===== src/rtl/if_id_fetch_stage.sv =====
// rtl/if_id_fetch_stage.sv - RV32I instruction fetch stage with IF/ID pipeline register
//
// Owns the PC and keeps at most one request outstanding to instruction memory.
// It delivers {instruction, pc, pc+4, valid} to decode. It supports hazard
// stall, redirect with flush, and dropping of stale memory responses.
//
// Optional build macro: FETCH_PERF_CNT_EN adds perf_fetched / perf_killed counters.
//
// Ports:
//   clk, rst                  clock, synchronous active-high reset
//   imem_req, imem_addr       request valid and word-aligned fetch address
//   imem_gnt                  memory accepted the request
//   imem_rvalid, imem_rdata   response valid and fetched instruction
//   stall_i                   hold IF/ID and PC
//   redirect_i, redirect_pc_i taken branch/jump and its target
//   if_id_*                   registered IF/ID contents for decode
//   perf_fetched, perf_killed (FETCH_PERF_CNT_EN only) event counters
module if_id_fetch_stage #(
  parameter logic [31:0] RESET_PC   = 32'h0000_0000,
  parameter int          DATA_WIDTH = 32,
  parameter logic [31:0] NOP_INSTR  = 32'h0000_0013
) (
  input  logic                  clk,
  input  logic                  rst,
  output logic                  imem_req,
  output logic [DATA_WIDTH-1:0] imem_addr,
  input  logic                  imem_gnt,
  input  logic                  imem_rvalid,
  input  logic [DATA_WIDTH-1:0] imem_rdata,
  input  logic                  stall_i,
  input  logic                  redirect_i,
  input  logic [DATA_WIDTH-1:0] redirect_pc_i,
  output logic                  if_id_valid,
  output logic [DATA_WIDTH-1:0] if_id_instruction,
  output logic [DATA_WIDTH-1:0] if_id_pc,
  output logic [DATA_WIDTH-1:0] if_id_pc4
`ifdef FETCH_PERF_CNT_EN
  ,
  output logic [31:0]           perf_fetched,
  output logic [31:0]           perf_killed
`endif
);

  typedef enum logic [1:0] {FETCH = 2'd0, WAIT = 2'd1, HOLD = 2'd2} state_t;

  localparam logic [DATA_WIDTH-1:0] ALIGN_MASK = ~(DATA_WIDTH'(3));
  localparam logic [DATA_WIDTH-1:0] FOUR       = DATA_WIDTH'(4);

  state_t                state, state_next;
  logic                  kill, kill_next;
  logic [DATA_WIDTH-1:0] pc, pc_next;
  logic [DATA_WIDTH-1:0] hold_instr, hold_pc;
  logic                  flush, load_mem, load_hold, capture;

  assign imem_req  = (state == FETCH) && !rst;
  assign imem_addr = pc & ALIGN_MASK;

  always_comb begin
    state_next = state;
    kill_next  = kill;
    pc_next    = pc;
    flush      = 1'b0;
    load_mem   = 1'b0;
    load_hold  = 1'b0;
    capture    = 1'b0;
    if (redirect_i) begin
      // Redirect beats stall. An outstanding request is still waited for,
      // but its response is marked for discard through kill.
      flush   = 1'b1;
      pc_next = redirect_pc_i & ALIGN_MASK;
      case (state)
        FETCH: if (imem_gnt) begin
          state_next = WAIT;
          kill_next  = 1'b1;
        end
        WAIT: if (imem_rvalid) begin
          state_next = FETCH;
          kill_next  = 1'b0;
        end else begin
          kill_next  = 1'b1;
        end
        HOLD:    state_next = FETCH;
        default: state_next = FETCH;
      endcase
    end else begin
      case (state)
        FETCH: if (imem_gnt) begin
          state_next = WAIT;
          kill_next  = 1'b0;
        end
        WAIT: if (imem_rvalid) begin
          if (kill) begin
            // PC already points at the redirect target.
            state_next = FETCH;
            kill_next  = 1'b0;
          end else if (!stall_i) begin
            load_mem   = 1'b1;
            pc_next    = pc + FOUR;
            state_next = FETCH;
          end else begin
            capture    = 1'b1;
            state_next = HOLD;
          end
        end
        HOLD: if (!stall_i) begin
          load_hold  = 1'b1;
          pc_next    = pc + FOUR;
          state_next = FETCH;
        end
        default: state_next = FETCH;
      endcase
    end
  end

  always_ff @(posedge clk) begin
    if (rst) begin
      state <= FETCH;
      kill  <= 1'b0;
      pc    <= RESET_PC[DATA_WIDTH-1:0];
    end else begin
      state <= state_next;
      kill  <= kill_next;
      pc    <= pc_next;
    end
  end

  always_ff @(posedge clk) begin
    if (rst) begin
      if_id_valid       <= 1'b0;
      if_id_instruction <= NOP_INSTR[DATA_WIDTH-1:0];
      if_id_pc          <= '0;
      if_id_pc4         <= '0;
      hold_instr        <= '0;
      hold_pc           <= '0;
    end else begin
      if (capture) begin
        hold_instr <= imem_rdata;
        hold_pc    <= pc;
      end
      if (flush) begin
        if_id_valid       <= 1'b0;
        if_id_instruction <= NOP_INSTR[DATA_WIDTH-1:0];
        if_id_pc          <= '0;
        if_id_pc4         <= '0;
      end else if (load_mem) begin
        if_id_valid       <= 1'b1;
        if_id_instruction <= imem_rdata;
        if_id_pc          <= pc;
        if_id_pc4         <= pc + FOUR;
      end else if (load_hold) begin
        if_id_valid       <= 1'b1;
        if_id_instruction <= hold_instr;
        if_id_pc          <= hold_pc;
        if_id_pc4         <= hold_pc + FOUR;
      end
    end
  end

`ifdef FETCH_PERF_CNT_EN
  // A response is dropped when it arrives while kill is set or during a redirect.
  logic resp_dropped;
  assign resp_dropped = (state == WAIT) && imem_rvalid && (kill || redirect_i);

  always_ff @(posedge clk) begin
    if (rst) begin
      perf_fetched <= '0;
      perf_killed  <= '0;
    end else begin
      if (load_mem || load_hold) perf_fetched <= perf_fetched + 32'd1;
      if (resp_dropped)          perf_killed  <= perf_killed + 32'd1;
    end
  end
`endif

endmodule


===== config.mk =====
export PLATFORM = sky130hd
export DESIGN_NAME = if_id_fetch_stage
export DESIGN_NICKNAME = d
export VERILOG_FILES = /design/src/rtl/if_id_fetch_stage.sv
export SDC_FILE = /design/constraint.sdc
export NUM_CORES = 1
export LEC_CHECK = 0
export CORE_MARGIN = 2
export CORE_UTILIZATION = 46
export CTS_CLUSTER_DIAMETER = 120
export CTS_CLUSTER_SIZE = 8
export DETAILED_ROUTE_END_ITERATION = 6
export HOLD_SLACK_MARGIN = 0.03
export PLACE_DENSITY = 0.77
export REMOVE_ABC_BUFFERS = 1
export SLEW_MARGIN = 20
export SYNTH_ARGS = -nofsm -noshare
export SYNTH_HDL_FRONTEND = slang
export SYNTH_SLANG_ARGS = --single-unit

===== constraint.sdc =====
create_clock -name clk -period 1.9 [get_ports clk]
set_input_delay 0.38 -clock clk [delete_from_list [all_inputs] [get_ports clk]]
set_output_delay 0.38 -clock clk [all_outputs]
set_load 0.02 [all_outputs]

==> impl_metrics.yaml <==
logic_synthesis:
  yosys_register_bits: 188
  synth_warnings: 0
  synth_xor_area_share_pct: 5.946
  yosys.area_share.simple_pct: 22.24
  syn_inst: 1107
  synth-adder-area-share_pct: 0.2831
  synth_compound_area_share_pct: 21.53
  yosys.cell_types.count: 64
  synth.avg_cell_area_sq_um: 7.984
  synth_top_family_by_area: "simple AND/OR/NAND/NOR gates"
  ys.flop_type: "dfxtp_1"
  syn-cell-area_sq_um: 8838
  ys_seq_area_share_pct: 42.58
  synth_edf_count: 0
  synth-async-reset-ratio_pct: 0
  synthMuxAreaShare_pct: 1.161
status:
  status: "finished with violations"
  violations: "negative setup slack"
power:
  ir_drop_uv: 657.4
  p_sw_mw: 2.258
  p_int_mw: 6.785
  p_comb_share_pct: 11.0
  clkPwrFrac_pct: 43.9
  swShare_pct: 24.97
  power_frac_seq_pct: 45.2
  leakage_nw: 4.892
  p_per_area_nw_per_um2: 685.4
clock_tree:
  numClockSinks: 188
  cts_hold_buf: 0
  clkTransAtPathRegs_ps: 70
  htreeDepth: 4
  cts_max_path_buffers: 2
  cts-buffers-inserted: 17
  cts_tree: "done"
  cts_root_buf: "clkbuf_16"
  insertion_delay_ps: 430
sta:
  drv_slew: 0
  setup_viol: 1
  max_freq_mhz: 522.6
  min_period_ps: 1914
  rsz0062_at_grt: "yes"
  hold_ws_ps: 441.6
  hold_violations: 0
  setup_tns_ps: -13.55
  skew_ps: 10.04
  tightest_slew_ps: 487.6
  period_share_pct: 100.7
  maxSlewHeadroom_pct: 66.65
  layout_setup_ws_ps: -13.55
critical_path:
  critPathTopFamily: "simple AND/OR/NAND/NOR gates"
  worstPathMaxFanout: 6
  path_class: "register to register"
  crit_top_cell: "buf_4"
  crit_buf_inv: 2
  crit_arrival_ps: 2260
  crit_chain: "buf_4 -> nand4_4 -> buf_4 -> or3_4 -> nor4_4 -> o21ai_1 -> a31oi_1"
  critPathRequiredTime_ps: 2250
  crit_path_end_kind: "register"
  crit_path_start_kind: "register"
  max_stage_delay_ps: 430
  slowest_stage: "or3_4"
job:
  drv_cap: 0
final_layout:
  drive_gt1_share_pct: 22.21
  final_common_cell: "nand2_1"
  area_delta_synth_final_pct: 49.28
  final_cell_mix: "nand2_1 (229), buf_4 (175), dfxtp_1 (169), clkdlybuf4s50_1 (158), a21oi_1 (136)"
  n_antenna_cell: 0
  multi_input_area_sq_um: 4855
  nets: 1482
  design_area_sq_um: 13190
  fillers: 1435
  final-seq-area_sq_um: 3790
grt:
  grt_remaining_overflow: 0
  antenna_found_initial: 0
  grtUsageTotal_pct: 29.32
  grt_pass1_vias: 9176
  grt_max_degree: 48
  grt_pass1_wl_um: 47240
placement:
  portBuffers: 191
  dp_hpwl_um: 21110
  dpl-instance-area_sq_um: 11980
  gp_congestion: 0.9153
detailed_routing:
  routed_via_density: 5.830
  dr.pass1.iters: 6
  via_count: 9661
  wl_per_cell_um: 18.87
  postRouteWirelength_um: 31270
  drc_errors: 0
  ant_nets: 0
  drt_iter0_markers: 1095
die:
  die_area_sq_um: 20340
  die_h_um: 142.6
  rows: 50
  io_pins: 200
  die_w_um: 142.6
  core_sq_um: 18770
  initial_core_util_pct: 47.09
hold_path:
  worstHoldPathType: "register to register"
## repair_timing
action | CTS | global route
setup buffers | 14 | 13
pin swaps | 8 | 31
resized for setup | 53 | 69
gates cloned | 1 | 1
endpoints found under the setup margin | 49 | 95
## sequential cells by signal, indices dropped and copies added (netlist names)
name,count
hold_instr,32
if_id_pc4,30
if_id_pc,30
if_id_instruction,32
pc,30
if_id_valid,1
hold_pc,30
kill,1
state,2
## routing by layer
metal  global-route usage (%)  vias up  routed length, um
met5                        0        -                  0
met3                    5.533      102               2825
li1                         -     4503                  -
met4                    11.41        0               1151
met1                    37.50     4516              12590
met2                    49.04      540              14700
## worst min-delay path, stage by stage, from the launching register on
cell	delay (ps)
dfxtp_1	310
nand2_1	50
nand2_1	40
## logic make-up (layout without fill, tap and decap cells)
kind of cell / count (synthesis) / in the layout
mux: 10 / 10
flops: 188 / 188
simple gates: 418 / 419
other cells: 1 / 6
buf+inv: 127 / 437
compound gates: 301 / 301
xor+xnor: 60 / 60
fa+ha+maj: 2 / 2
## path summary, 6_finish.rpt
| kind | startpoint | end | slack, ps | cells after the start |
|---|---|---|---|---|
| max | pc[2]$_SDFFE_PP0P_ | if_id_pc4[17]$_SDFFE_PP0P_ | -10 | 7 |
| min | if_id_instruction[0]$_SDFFE_PP1P_ | if_id_instruction[0]$_SDFFE_PP1P_ | 440 | 2 |
| max reg2reg | pc[2]$_SDFFE_PP0P_ | if_id_pc4[17]$_SDFFE_PP0P_ | -10 | 7 |
| min reg2reg | if_id_instruction[0]$_SDFFE_PP1P_ | if_id_instruction[0]$_SDFFE_PP1P_ | 440 | 2 |
## through the flow
| stage | power, mW | setup slack (ps) | utilization, % | std cells |
|---|---|---|---|---|
| 6_report | 9.043 | -13.55 | 70.30 | 1657 |
| 5_1_grt | 9.277 | -117.4 | 70.30 | 1657 |
| 3_5_place_dp | 5.101 | -464.1 | 63.82 | 1597 |
| 3_3_place_gp | 5.092 | -354.4 | 63.82 | 1597 |
| 2_1_floorplan | 4.507 | -7212 | - | 1001 |
| 4_1_cts | 9.023 | -69.76 | 68.25 | 1644 |
## cells in the mapped netlist (21+ instances only)
cell type / instances / area, sq um
nand4_1: 27 / 168.9
nor2_1: 56 / 210.2
nor3_1: 22 / 110.1
xor2_1: 31 / 271.5
a211oi_1: 27 / 202.7
dfxtp_1: 188 / 3764
buf_2: 22 / 110.1
xnor2_1: 29 / 254.0
nand3_1: 21 / 105.1
clkbuf_1: 73 / 274.0
a22oi_1: 58 / 435.4
a21oi_1: 140 / 700.7
nand2_1: 230 / 863.3
## power by group through the flow
stage	logic (mW)	clock network (mW)	registers, mW
final	0.992	3.97	4.08
after CTS	0.949	4.00	4.07
after global placement	0.931	0	4.16
after floorplan	0.250	0	4.26
after detailed placement	0.939	0	4.16
after global routing	1.05	4.14	4.09
## cell type report
type                       instances  share of cell area (%)
inverter                          16                  0.4552
multi-input combinational        798                   36.79
timing repair buffer             389                   26.81
clock inverter                    13                   1.565
sequential                       188                   28.72
clock buffer                      19                   3.433
tap                              234                   2.219
Note: power is estimated with default switching activity, not from simulation.
==> RTL edit 1, RTL diff (same flow settings) <==
The parameter `DATA_WIDTH` goes from 32 to 16.
--- a/src/rtl/if_id_fetch_stage.sv
+++ b/src/rtl/if_id_fetch_stage.sv
@@ -18,5 +18,5 @@
 module if_id_fetch_stage #(
   parameter logic [31:0] RESET_PC   = 32'h0000_0000,
-  parameter int          DATA_WIDTH = 32,
+  parameter int          DATA_WIDTH = 16,
   parameter logic [31:0] NOP_INSTR  = 32'h0000_0013
 ) (
Interface: changed (6 resized); port bits go from 200 to 104. No check against the original RTL was run, so the function may have changed too.
==> RTL edit 1 against the original RTL <==
- sequential cell count decreased by 96
- combinational power fell by 55%
- maximum frequency up 2.8%
- synthesized cell count fell by 52%
- setup slack gained 0.052 ns
- critical endpoint is now imem_addr[12]
- count of clock-buffer cells in the layout down 9
- routed wire length fell by 61%
- via count down 56%
- register-to-register slack better by 0.12 ns
- area after synthesis shrank 52%
- non-clock buffer count shrank 254
- design area is 57% lower
- total power fell by 59%
==> RTL edit 1: results (changes against the original RTL) <==
[global_route]
grt_pass1_vias=4160  ; -55%
grt_use_total=0.249  ; -0.0445
grt_max_degree=42  ; -13%
grt_pass1_wl_mm=19.9  ; -58%

[placed_design]
postPlaceCellArea_um2=5540  ; -54%
place_hpwl_mm=8.60  ; -59%
io_buffers=95  ; -50%

[final_layout]
stdcell_count=744  ; -55%
nNonClkBuffers=135  ; -65%
drive_gt1_frac=0.118  ; -0.104
seq_area_frac=0.322  ; +0.0348
fin_util=0.626  ; -0.0769
multi_input_comb_cells=382  ; -52%
buf_share=0.233  ; -0.0353
finish.net_count=669  ; -55%

[worst_setup_path]
critical_path_peak_fanout=5  ; -1
max_stage_delay_ns=0.66  ; +0.23 ns
cp_top_family=buffers and inverters
arrival_ns=1.48  ; -0.78 ns
worst_path_max_delay_cell=clkdlybuf4s50_1

[outcome]
outcome=completed

[cts]
post_cts_buffers=0  ; -14
clk_pin_slew_ns=0.09  ; +0.02 ns

[drt]
vias_per_cell=5.69  ; -2.4%
drtIter0Drc=247  ; -77%
drt_pass1_iterations=5  ; -1
route.detailed.wl_per_inst_um=16.3  ; -13%

[synth]
yosysUniqueCellTypes=46  ; -28%
synthCells=531  ; -52%
synth-seq-area-share=0.430  ; +0.00396

[pwr]
power_density_nw_per_um2=639  ; -6.7%
ir_drop_v=0.000424  ; -36%
p_sw_mw=0.991  ; -56%
clkPwrFrac=0.333  ; -0.106

[floorplanning]
row_count=35  ; -30%

## RTL edit 1: cell types whose count changed after synthesis, moves of 20 or more
cell and change:
a211oi_1 -20, clkbuf_1 -47, dfxtp_1 -96, a22oi_1 -58, a21oi_1 -78, nand2_1 -108
nand4_1 -23, o221ai_1 +25, nor2_1 -27
## RTL edit 1: path summary, 6_finish.rpt
check	start	end	slack (ns)
hold / removal	if_id_pc[9]	if_id_pc[9]	0.45
hold reg to reg	if_id_pc[9]	if_id_pc[9]	0.45
setup reg to reg	hold_pc[3]	if_id_pc4[12]	0.11
setup / recovery	pc[12]	imem_addr[12]	0.04
## RTL edit 1: kinds of logic after synthesis
kind of cell,share of synthesized area
DFF,0.430
buffers and inverters,0.0669
and+or+nand+nor,0.213
adders and majority gates,0.00584
AOI/OAI and AO/OA,0.211
other,0.000875
muxes,0.00934
xor gates and xnor gates,0.0634
## RTL edit 1: per-layer routing
layer	track usage	routed length (µm)
met1	0.313	5180
met2	0.428	6080
met3	0.0430	692
met4	0.0906	207
met5	0	0
==> RTL edit 2, RTL diff (same settings) <==
Made on the original files. Re-encode `state_t` (3 states) as one-hot, 3 bits wide.
--- a/src/rtl/if_id_fetch_stage.sv
+++ b/src/rtl/if_id_fetch_stage.sv
@@ -42,5 +42,5 @@
 );
 
-  typedef enum logic [1:0] {FETCH = 2'd0, WAIT = 2'd1, HOLD = 2'd2} state_t;
+  typedef enum logic [2:0] {FETCH = 3'b001, WAIT = 3'b010, HOLD = 3'b100} state_t;
 
   localparam logic [DATA_WIDTH-1:0] ALIGN_MASK = ~(DATA_WIDTH'(3));
Formal check against the unedited RTL: no difference found for any inputs over 4 cycles, from zero or initial values and one cycle with rst high; so few cycles prove little.
==> RTL edit 2 against the original RTL <==
- the run still ends with setup timing left
- sequential cell count grew 1
- maximum frequency is 4.2% lower
- routed wire length fell by 5.5%
- hold slack gained 0.0019 ns
- utilization shrank 0.69 points
- combinational power down 20%
- total power fell by 7.0%
- global-route usage down 1.3 points
- setup slack got worse by 0.083 ns
- area after synthesis is 0.64% higher
- via count is 2.0% lower
- design area fell by 0.64%
==> RTL edit 2: results (changes against the original RTL) <==
[outcome]
outcome=complete, but fails checks
violations=setup timing

[hold_path]
hold_depth=2  ; unchanged
hp-start=if_id_instruction[0]

[placed_design]
gp_congestion=0.904  ; -1.2%
place_hpwl_mm=19.2  ; -9.2%

[synth]
synth-seq-area-share=0.425  ; -0.000445
synthTopCellsByArea=dfxtp_1 43%, nand2_1 9.9%, a21oi_1 7.1%, a22oi_1 4.6%, clkbuf_1 4.0%
yosysUniqueCellTypes=58  ; -9.4%
ys_warn_count=0  ; unchanged
synthTopCellsByCount=234 x nand2_1, 189 x dfxtp_1, 127 x a21oi_1

[drt]
wirelength_met1_mm=12.1  ; -3.6%
route.met2.wl_mm=13.7  ; -6.6%
routed_wl_mm=29.5  ; -5.5%
drt_pass1_iterations=5  ; -1
vias_per_cell=5.75  ; -1.4%
drtIter0Drc=658  ; -40%
met3_length_mm=2.69  ; -4.9%

[timing]
setup_viol=19  ; +18
post-route-min-period_ns=2.00  ; +0.0829 ns
clock_skew_ns=0.0118  ; +0.00178 ns
timing.final.ws_setup_ns=-0.0964  ; -0.0829 ns

[global_route]
antenna_found_initial=0  ; unchanged
grt_use_total=0.280  ; -0.0129
grt_pass1_wl_mm=45.7  ; -3.3%
grt_pass1_vias=9077  ; -1.1%
grt_max_degree=99  ; +110%

[worst_setup_path]
arrival_ns=2.31  ; +0.05 ns
rr_startpoint=hold_pc[2]
reg2regPathDepth=8  ; +1
max_stage_delay_ns=0.49  ; +0.06 ns
worst_path_max_delay_cell=or4_4

[cts]
cts_buffers=17  ; unchanged
clk_pin_slew_ns=0.07  ; about the same
insertion_delay_ns=0.44
clockRootBuffer=clkbuf_16

[final_layout]
finish.net_count=1447  ; -2.4%
drive_gt1_frac=0.192  ; -0.0297
top_regs=hold_instr (32), if_id_instruction (32)
num_antenna_cells=0  ; unchanged
fillers=1426  ; -0.63%

[pwr]
p_leak_nw=4.57  ; -6.6%
ir_drop_v=0.000690  ; +5.0%

-- RTL edit 2: cell count changes after synthesis, sizes merged, moves of 9 or more --
cell and delta:
clkbuf +23, xor2 -18, a21oi -13, buf -13
nand4 -12, o21ai +11, nor3 +10, a311oi +9
xnor2 +9
-- RTL edit 2: cells by family (layout without fill, tap and decap cells) --
family | Yosys count | count (layout) | synth area share
compound gates | 312 | 312 | 0.223
xor+xnor | 51 | 51 | 0.0502
fa+ha+maj | 2 | 2 | 0.00281
buf+inv | 132 | 384 | 0.0620
flops | 189 | 189 | 0.425
mux | 4 | 4 | 0.00450
other cells | 1 | 6 | 0.000422
simple gates | 440 | 440 | 0.232
-- RTL edit 2: final cells by class --
class                   count  area [µm²]  share of cell area
well taps                 260         325              0.0248
multi-input cells         815        4970               0.379
clock buffers              17         425              0.0325
inverters                  11        41.3             0.00315
flip-flops and latches    189        3810               0.290
clock inverters            15         151              0.0115
repair buffers            341        3390               0.259
-- RTL edit 2: critical path: cells and delay by family, from the launching register on --
kind	cells	cell delay, ns
flops	1	0.36
compound gates	3	0.47
simple gates	2	0.64
buf+inv	3	0.40
-- RTL edit 2: worst paths after layout --
kind / endpoint / slack, ns
worst max-delay path: if_id_pc4[19] / -0.1
worst min-delay path: if_id_instruction[0] / 0.44
worst max register to register: if_id_pc4[19] / -0.1
worst min register to register: if_id_instruction[0] / 0.44
-- RTL edit 2: timing repair --
item	4_1_cts	5_1_grt
setup endpoints to repair	57	99
pin swaps	27	29
gates resized for setup	91	59
cloned	2	1
setup buffers	5	8
-- RTL edit 2: report_power, final --
part	switching, mW	internal (mW)	total [mW]
clock network	1.70	1.85	3.56
registers	0.0521	4.01	4.06
logic	0.428	0.363	0.791
total	2.18	6.23	8.41
-- RTL edit 2: per-stage QoR --
step	hold WS [ns]	instance area, µm²	setup WS, ns	setup TNS, ns	instances
2_1_floorplan	0.430	8400	-6.88	-596.91	1015
3_3_place_gp	0.430	11900	-0.283	-30.65	1602
3_5_place_dp	0.438	11900	-0.301	-37.19	1602
4_1_cts	0.448	12800	-0.0418	-0.130	1641
5_1_grt	0.468	13100	-0.174	-2.42	1648
6_report	0.444	13100	-0.0964	-0.929	1648
-- RTL edit 2: layer usage --
| layer | vias up | global-route usage |
|---|---|---|
| met5 | - | 0 |
| li1 | 4482 | - |
| met1 | 4379 | 0.365 |
| met2 | 513 | 0.448 |
| met3 | 98 | 0.0620 |
| met4 | 0 | 0.120 |
